**config.mk**
```make
export PLATFORM = sky130hd
export DESIGN_NAME = decimal_entry
export DESIGN_NICKNAME = d
export VERILOG_FILES = /design/src/rtl/decimal_entry.sv
export SDC_FILE = /design/constraint.sdc
export NUM_CORES = 1
export LEC_CHECK = 0
export CORE_MARGIN = 5
export CORE_UTILIZATION = 52
export CTS_CLUSTER_DIAMETER = 80
export CTS_CLUSTER_SIZE = 30
export DETAILED_ROUTE_END_ITERATION = 8
export GPL_TIMING_DRIVEN = 0
export PLACE_DENSITY_LB_ADDON = 0.15
export SLEW_MARGIN = 15
export SYNTH_ARGS = -nofsm -noshare
export SYNTH_HDL_FRONTEND = slang
export SYNTH_SLANG_ARGS = --single-unit
```
**constraint.sdc**
```tcl
create_clock -name clk -period 2.3 [get_ports clk]
set_input_delay 0.46 -clock clk [delete_from_list [all_inputs] [get_ports clk]]
set_output_delay 0.46 -clock clk [all_outputs]
set_load 0.1 [all_outputs]
```
**src/rtl/decimal_entry.sv**
```systemverilog
// Two-digit decimal entry: tens then ones digit on key edges, converted to a binary position
// by repeated +10, range-checked, then offered on a valid/ready handshake.
// Optional echo of entry progress for the display: define DECIMAL_ENTRY_ECHO_EN.
module decimal_entry #(
    parameter int POS_WIDTH = 6,
    parameter int MAX_VALUE = 63
) (
    input  logic                 clk,
    input  logic                 reset,
    input  logic [3:0]           digit_in,
    input  logic                 key_in,
    input  logic                 cancel,
    input  logic                 pos_ready,
    output logic [POS_WIDTH-1:0] position,
    output logic                 pos_valid,
    output logic                 err,
    output logic                 busy,
    output logic [POS_WIDTH-1:0] echo_value
);
    localparam logic [2:0] S_IDLE     = 3'd0;
    localparam logic [2:0] S_GOT_TENS = 3'd1;
    localparam logic [2:0] S_CONVERT  = 3'd2;
    localparam logic [2:0] S_CHECK    = 3'd3;
    localparam logic [2:0] S_HOLD     = 3'd4;

    localparam logic [6:0] MAX_ACC = 7'(MAX_VALUE);

    logic [2:0]           state_q, state_d;
    logic                 key_q;
    logic [3:0]           tens_q, tens_d;
    logic [6:0]           acc_q, acc_d;
    logic [3:0]           cnt_q, cnt_d;
    logic [POS_WIDTH-1:0] position_q, position_d;
    logic                 valid_q, valid_d;
    logic                 err_q, err_d;
    logic                 busy_q;
    logic                 key_edge;
    logic                 digit_bad;

    assign key_edge  = key_in & ~key_q;
    assign digit_bad = (digit_in > 4'd9);

    always_comb begin
        state_d    = state_q;
        tens_d     = tens_q;
        acc_d      = acc_q;
        cnt_d      = cnt_q;
        position_d = position_q;
        valid_d    = valid_q;
        err_d      = 1'b0;
        if (cancel) begin
            state_d = S_IDLE;
            valid_d = 1'b0;
        end else begin
            case (state_q)
                S_IDLE: begin
                    if (key_edge) begin
                        if (digit_bad) begin
                            err_d = 1'b1;
                        end else begin
                            tens_d  = digit_in;
                            state_d = S_GOT_TENS;
                        end
                    end
                end
                S_GOT_TENS: begin
                    if (key_edge) begin
                        if (digit_bad) begin
                            err_d = 1'b1;
                        end else begin
                            acc_d   = {3'b000, digit_in};
                            cnt_d   = tens_q;
                            state_d = S_CONVERT;
                        end
                    end
                end
                S_CONVERT: begin
                    if (cnt_q != 4'd0) begin
                        acc_d = acc_q + 7'd10;
                        cnt_d = cnt_q - 4'd1;
                    end else begin
                        state_d = S_CHECK;
                    end
                end
                S_CHECK: begin
                    if (acc_q > MAX_ACC) begin
                        err_d   = 1'b1;
                        state_d = S_IDLE;
                    end else begin
                        position_d = acc_q[POS_WIDTH-1:0];
                        valid_d    = 1'b1;
                        state_d    = S_HOLD;
                    end
                end
                S_HOLD: begin
                    if (pos_ready) begin
                        valid_d = 1'b0;
                        state_d = S_IDLE;
                    end
                end
                default: begin
                    state_d = S_IDLE;
                    valid_d = 1'b0;
                end
            endcase
        end
    end

    always_ff @(posedge clk) begin
        if (reset) begin
            state_q    <= S_IDLE;
            key_q      <= 1'b1;   // a key held through reset must not register as a press
            tens_q     <= '0;
            acc_q      <= '0;
            cnt_q      <= '0;
            position_q <= '0;
            valid_q    <= 1'b0;
            err_q      <= 1'b0;
            busy_q     <= 1'b0;
        end else begin
            state_q    <= state_d;
            key_q      <= key_in;
            tens_q     <= tens_d;
            acc_q      <= acc_d;
            cnt_q      <= cnt_d;
            position_q <= position_d;
            valid_q    <= valid_d;
            err_q      <= err_d;
            busy_q     <= (state_d != S_IDLE);
        end
    end

    assign position  = position_q;
    assign pos_valid = valid_q;
    assign err       = err_q;
    assign busy      = busy_q;

`ifdef DECIMAL_ENTRY_ECHO_EN
    localparam logic [6:0] SAT = 7'((1 << POS_WIDTH) - 1);
    logic [6:0] echo_raw;

    always_comb begin
        case (state_q)
            S_GOT_TENS:        echo_raw = {3'b000, tens_q} * 7'd10;
            S_CONVERT, S_CHECK: echo_raw = acc_q;
            default:           echo_raw = 7'(position_q);
        endcase
    end

    // Saturate so a partial value wider than the output never wraps on the display.
    assign echo_value = (echo_raw > SAT) ? SAT[POS_WIDTH-1:0] : echo_raw[POS_WIDTH-1:0];
`else
    assign echo_value = '0;
`endif

endmodule

```
# == Yosys cells after proc, flatten, opt, wreduce, memory -nomap -nowiden ==
# Index checks and enable logic that the tools add are counted.
# word_totals
regBits,28
input_bits,9
out_inout_bits,15
# classes
addsub,2
n_lt_le_gt_ge,2
eq_ne,9
mux,24
bitwise,6
reduce_logical,11
# op_table
cell,count
two-way mux 3 bit,8
two-way mux 7 bit,3
case mux 3 bit (5 select lines),1
case mux 7 bit (2 select lines),1
two-way mux 4 bit,3
"inequality test 2 bit, second input constant",5
case mux 4 bit (2 select lines),1
"adder 7 x 4 -> 7 bit, second input constant",1
"> comparator 7 x 6 -> 1 bit, second input constant",1
"== test 3 x 2 -> 1 bit, second input constant",2
AND reduction 3 bit,2
two-way mux 1 bit,5
inverter 1 bit,5
AND reduction 5 bit,1
"> comparator 4 bit, second input constant",1
AND reduction 4 bit,1
nonzero test 4 bit,1
OR reduction 2 bit,2
"subtractor 4 x 1 -> 4 bit, second input constant",1
"== test 3 x 1 -> 1 bit, second input constant",1
"== test 3 bit, second input constant",1
logical NOT 3 bit,1
case mux 1 bit (3 select lines),1
nonzero test 3 bit,1
4 further kinds,4

# == Depth between registers and ports, before layout ==
# Gate-level depths: netlist of the first run.
# logic_depth
ltp_word,6
mapped_depth,7
depth_no_buf,6

# == Worst setup path after synthesis of the first run ==
# Ideal clock, no wire load.
# synth_timing
kind,input -> register
start,input digit_in[1]
end,register acc_q[5]
setup_ns,0.070
t_arrival_ns,1.727
t_required_ns,2.230
setup_slack_ns,0.503
cell_stages,5
path_cell_list,o21a_1 > o32a_1 > buf_6 > or4_1 > a21oi_1
# synth_between
elab_chain_len,3
# synth_rtl
item,line_no,rtl
start: declaration,10,"input logic [3:0] digit_in,"
> comparator 4 bit,41,assign digit_bad = (digit_in > 4'd9);
inequality test 2 bit (no source line),--,
AND reduction 5 bit (no source line),--,
end signal: assignment,114,acc_q <= '0;
end signal: assignment,124,acc_q <= acc_d;
end: declaration,31,"logic [6:0] acc_q, acc_d;"
# No other way between the ends.
# A chain may end at the register's enable or synchronous reset.

# == Worst setup path after layout of the first run ==
# layout_timing
start,register err_q (netlist: err)
end,output err
# layout_rtl
item,line_no,rtl
start: declaration,35,"logic err_q, err_d;"
start signal: assignment,128,err_q <= err_d;
end: declaration,16,"output logic err,"
# No word-level cell between the ends.

==> qor.txt, run 1 <==
outcome = finished, final reports clean
core region area = 2730 sq um
Hold Path Class = reg -> reg
CTS tree = built
CTS Sinks = 28
CP top delay family = buffers and inverters
Bufs and invs on worst path = 1
max incr delay on CP = 1120 ps
DR vias = 1365
Tot GR Track Use = 17.5%
Worst EP required = 1840 ps
EDFF count, synth = 0
critical path, cell by cell = clkdlybuf4s50_1
Cells after Synth = 171
number of CTS-inserted buffers = 3
Row Count = 19
Total Power = 847 uW
Most used DFF post-synth = dfxtp_1
CTS Hold Buffers Added = 0
Final Slew Violations = 0
Layout area overhead = 19.0%
Overflow after GRT = 0
starting density of the core = 54.1%
post-route ant nets = 0
async set-reset flop share out of synthesis = 0%
period utilisation layout = 97.6%
DR pass1 iterations = 4
synthesized area = 1480 sq um
Synth cell types = 45
antenna violations before repair = 0
vias in the first global route = 1321
Seq/Total Area, Yosys = 37.9%
synthesized flop and latch total = 28
setup ws final = 55.5 ps
leak pwr = 0.000788 uW
Crit Path Class = reg -> out
CP max-delay cell = clkdlybuf4s50_1
post-route insts no fill = 228
Clock Skew = 5.48 ps
initial drt markers = 65
DRC = 0
pre-CTS setup slack = -158 ps
Startpoint Class = flip-flop
H-Tree Depth = 1
n_diodes = 0
VDD IR-drop max = 0.438 mV
Clk Latency, worst-skew pair = 330 ps
Max-Cap Viols = 0
final design utilization = 64.4%
first-pass GRT wire length = 5840 um
top cells by area, synth = dfxtp_1, mux2i_1, a21oi_1
Post-Route WL = 3380 um
DP HPWL = 2590 um
root buffer cell = clkbuf_4
routability cong. = 0.819
Avg Inst Size Synth = 8.66 sq um
post-synth top area share = 37.9%
clk buf depth = 2
CP Max Fanout = 1
slew of the pin with the lowest slew margin = 969 ps
Post-CTS Setup Bufs = 0
chip width = 63.4 um
min Tclk post-route = 2240 ps
setup violators final = 0
share of post-route cells with drive strength above 1 = 9.64%
IO Pins = 24
Worst-path clk slew = 150 ps
fmax = 0.446 GHz
die height = 63.4 um
Vias per Instance = 5.99
Worst R2R Setup Slack = 300 ps
largest net degree at the start of global routing = 16
RSZ-0062 raised after global routing = no
total number of yosys warnings = 0
Hold Vio Cnt, Final = 0
PwrDens = 481 nW/um^2
DR WL/cell = 14.8 um
number of cells after detailed placement = 224
slew margin rel. = 35.3%
CP endpoint kind = output pin
biggest area consumer among synthesized cells = dfxtp_1
WP data arrival = 1780 ps
die area = 4010 sq um
nets@finish = 209
total negative slack = 0 ps
PortBufs = 17
==> kinds of logic (layout without fill, tap and decap cells) <==
| logic type | count (synthesis) | count (layout) | synth area share [%] |
|---|---|---|---|
| DFF | 28 | 28 | 37.9 |
| muxes | 10 | 10 | 6.76 |
| adders and majority gates | 2 | 2 | 1.69 |
| and+or+nand+nor | 63 | 63 | 22.7 |
| AOI/OAI and AO/OA | 48 | 48 | 23.6 |
| buffers and inverters | 19 | 40 | 7.10 |
| other | 1 | 6 | 0.253 |
==> cell usage after synthesis, types with 2 or more instances <==
library cell,instances
nand4_1,2
o31ai_1,2
nor3b_1,2
or3_1,3
inv_1,5
a21oi_1,15
nand2b_1,9
dfxtp_1,28
or4_1,4
a21o_1,3
o32ai_1,4
ha_1,2
or2_2,2
a21boi_0,3
o21a_1,3
nor2_1,20
buf_2,3
clkbuf_1,4
o21ai_0,7
buf_4,6
mux2i_1,10
nor3_1,5
nand2_1,7
==> worst paths after layout <==
| kind | start | to | cells after the start |
|---|---|---|---|
| setup / recovery | err$_SDFF_PP0_ | err | 1 |
| hold / removal | pos_valid$_SDFFE_PP0P_ | pos_valid$_SDFFE_PP0P_ | 1 |
| setup reg to reg | acc_q[1]$_SDFFE_PP0P_ | position[1]$_SDFFE_PP0P_ | 5 |
| hold reg to reg | pos_valid$_SDFFE_PP0P_ | pos_valid$_SDFFE_PP0P_ | 1 |
==> layout make-up <==
cell class	instances	area (sq um)
clock buffer	4	36.3
inverter	5	18.8
multi-input combinational	129	833
fill	243	972
timing repair buffer	17	188
sequential	28	561
tap	31	38.8
buffer	14	86.3
==> registers in the layout, summed over array words and instances, names as in the netlist <==
name       flops
acc_q          7
position       6
cnt_q          4
tens_q         4
state_q        3
busy           1
err            1
key_q          1
pos_valid      1
==> metal layers <==
metal	GRT usage [%]	wire length (um)	up-vias
li1	-	-	659
met1	22.4	1560	643
met2	29.4	1540	57
met3	3.91	242	6
met4	4.68	39	0
met5	0	0	-
==> timing repair <==
item                       CTS  global route
hold endpoints to repair     0             0
resized for setup            0             7
setup endpoints to repair    0             7
==> cells in the final DEF, fill, tap and decap left out, drive strengths merged, types with 2 or more instances in the layout <==
cell type and instances:
a21oi 15, a2111oi 2, a21boi 3, o31ai 2, dlymetal6s2s 7, nor3 5
buf 10, dfxtp 28, or3 3, clkdlybuf4s50 10, o32ai 5, a21o 3
clkbuf 8, nor3b 2, nand2b 9, o21a 3, ha 2, nand4 2
nand2 7, or3b 2, or4 4, or2 3, o21ai 7, inv 5
conb 6, mux2i 10, nor2 20
==> stage by stage <==
| step | area [sq um] | hold WS, ps |
|---|---|---|
| global placement | 1710 | 450 |
| floorplan | 1500 | 440 |
| finish | 1760 | 484 |
| CTS | 1740 | 487 |
| detailed placement | 1710 | 453 |
| global route | 1760 | 508 |
==> power breakdown <==
| group | total (uW) | internal (uW) | leakage [uW] | switching, uW |
|---|---|---|---|---|
| logic | 112 | 32.9 | 0.000541 | 79.6 |
| clock network | 244 | 97.0 | 0.0000210 | 148 |
| registers | 490 | 488 | 0.000226 | 1.85 |
Note: power is estimated with default switching activity, not from simulation.
==> run 2: changes to the inputs <==
--- a/config.mk
+++ b/config.mk
@@ -12,6 +12,7 @@
 export DETAILED_ROUTE_END_ITERATION = 8
 export GPL_TIMING_DRIVEN = 0
 export PLACE_DENSITY_LB_ADDON = 0.15
+export SKIP_LAST_GASP = 1
 export SLEW_MARGIN = 15
 export SYNTH_ARGS = -nofsm -noshare
 export SYNTH_HDL_FRONTEND = slang
==> results of run 2 <==
The final DEF is identical to that of run 1; final timing and power are the same.
==> run 3: changes to the inputs <==
--- a/config.mk
+++ b/config.mk
@@ -6,11 +6,12 @@
 export NUM_CORES = 1
 export LEC_CHECK = 0
 export CORE_MARGIN = 5
-export CORE_UTILIZATION = 52
+export CORE_UTILIZATION = 50
 export CTS_CLUSTER_DIAMETER = 80
 export CTS_CLUSTER_SIZE = 30
 export DETAILED_ROUTE_END_ITERATION = 8
 export GPL_TIMING_DRIVEN = 0
+export HOLD_SLACK_MARGIN = 0.05
 export PLACE_DENSITY_LB_ADDON = 0.15
 export SKIP_LAST_GASP = 1
 export SLEW_MARGIN = 15
==> run 3 against run 2 <==
  * Core utilization decreased by 2.4 points
  * Routed wire length up 0.15%
  * Sequential share of layout area increased by 0.39 points
  * Maximum frequency hardly changed
  * Via count is 2.6% lower
  * Design area decreased by 1.2%
  * Final cell count decreased by 0.44%
  * Die area increased by 3.4%
  * Count of clock-buffer cells in the layout shrank 1
  * Sequential cell count stayed put
  * Setup slack worse by 2.1 ps
  * Largest power group unchanged
==> qor.txt, run 3 (same netlist as run 1, synthesis figures left out) <==
pre-CTS setup slack = -143 ps (+15.0 ps)
Clock Skew = 2.63 ps (-2.85 ps)
number of CTS-inserted buffers = 3 (unchanged)
share of post-route cells with drive strength above 1 = 9.18% (-0.46 points)
CP max-delay cell = clkdlybuf4s50_1
Worst EP required = 1840 ps (about the same)
DR WL/cell = 14.9 um (+0.59%)
Post-Route WL = 3390 um (+0.15%)
Max-Cap Viols = 0 (unchanged)
Startpoint Class = flip-flop
WP data arrival = 1790 ps (about the same)
Worst-path clk slew = 150 ps (about the same)
slew of the pin with the lowest slew margin = 966 ps (-3.08 ps)
post-route insts no fill = 227 (-0.44%)
Overflow after GRT = 0 (unchanged)
chip width = 64.4 um (+1.7%)
largest net degree at the start of global routing = 15 (-1)
Bufs and invs on worst path = 1 (unchanged)
DRC = 0 (unchanged)
post-route ant nets = 0 (unchanged)
CP Max Fanout = 1 (unchanged)
leak pwr = 0.000753 uW (-4.4%)
max incr delay on CP = 1120 ps (about the same)
CP endpoint kind = output pin
n_diodes = 0 (unchanged)
largest register by flop count = acc_q
antenna violations before repair = 0 (unchanged)
number of cells after detailed placement = 224 (unchanged)
root buffer cell = clkbuf_4
first-pass GRT wire length = 5590 um (-4.4%)
Row Count = 19 (unchanged)
slew margin rel. = 35.4% (+0.11 points)
period utilisation layout = 97.7% (about the same)
WHS = 478 ps (-6.26 ps)
H-Tree Depth = 1 (unchanged)
VDD IR-drop max = 0.453 mV (+3.4%)
fmax = 0.445 GHz (about the same)
setup violators final = 0 (unchanged)
critical path, cell by cell = clkdlybuf4s50_1
min Tclk post-route = 2250 ps (+2.10 ps)
Post-CTS Setup Bufs = 0 (unchanged)
Hold Vio Cnt, Final = 0 (unchanged)
CTS Sinks = 28 (unchanged)
outcome = finished, final reports clean
IO Pins = 24 (unchanged)
die area = 4150 sq um (+3.4%)
commonest cells after routing, fill and taps aside = dfxtp_1, nor2_1, a21oi_1
vias in the first global route = 1226 (-7.2%)
PwrDens = 464 nW/um^2 (-3.5%)
initial drt markers = 63 (-3.1%)
Clk Latency, worst-skew pair = 330 ps (about the same)
Crit Path Class = reg -> out
die height = 64.4 um (+1.7%)
DR pass1 iterations = 4 (unchanged)
routability cong. = 0.878 (+7.2%)
CP top delay family = buffers and inverters
fill count = 271 (+12%)
total negative slack = 0 ps (unchanged)
Tot GR Track Use = 16.8% (-0.72 points)
Vias per Instance = 5.86 (-2.1%)
max reg flops = 7 (unchanged)
Worst R2R Setup Slack = 270 ps (-30 ps)
CTS Hold Buffers Added = 0 (unchanged)
DP HPWL = 2600 um (+0.22%)
clk buf depth = 2 (unchanged)
Layout area overhead = 17.6%
PortBufs = 17 (unchanged)
Hold Path Class = reg -> reg
DR vias = 1330 (-2.6%)
commonest non-fill, non-tap cell in the layout = dfxtp_1
core region area = 2810 sq um (+2.6%)
setup ws final = 53.4 ps (-2.10 ps)
Final Slew Violations = 0 (unchanged)
CTS tree = built
RSZ-0062 raised after global routing = no
starting density of the core = 52.8% (-1.4 points)
Total Power = 807 uW (-4.7%)
nets@finish = 209 (unchanged)
[run 3: stage by stage]
step / utilization, % / cell area, sq um
after floorplan: - / 1500
after global placement: 60.9 / 1710
after detailed placement: 60.9 / 1710
after CTS: 61.6 / 1730
after global routing: 62.0 / 1740
final: 62.0 / 1740
[run 3: power by group]
part / internal [uW] / total (uW) / leakage (uW) / switching (uW)
sequential: 488 / 490 / 0.000226 / 1.66
clock: 61.7 / 206 / 0.0000138 / 144
combinational: 32.9 / 112 / 0.000514 / 78.7
total: 583 / 807 / 0.000753 / 225
[run 3: per-layer routing]
metal  share of wire [%]  GRT usage [%]
met3                 5.1           4.15
met2                  50           30.3
met1                  44           20.0
met4                0.80           3.96
met5                   0              0
[run 3: cell type report]
type	instances	area [sq um]	area share, %
multi-input combinational	129	833	47.9
sequential	28	561	32.2
timing repair buffer	17	180	10.4
buffer	14	86.3	4.96
tap	31	38.8	2.23
clock buffer	3	22.5	1.29
inverter	5	18.8	1.08
[run 3: timing repair]
action | 4_1_cts | 5_1_grt
setup endpoints to repair | 2 | 5
pin swaps | 0 | 0
cloned | 0 | 0
gates resized for setup | 2 | 5
[run 3: final timing paths]
kind                               start                        to  cells after the start
hold / removal    pos_valid$_SDFFE_PP0P_    pos_valid$_SDFFE_PP0P_                      1
setup reg to reg   acc_q[1]$_SDFFE_PP0P_  position[5]$_SDFFE_PP0P_                      5
hold reg to reg   pos_valid$_SDFFE_PP0P_    pos_valid$_SDFFE_PP0P_                      1
setup / recovery          err$_SDFF_PP0_                       err                      1
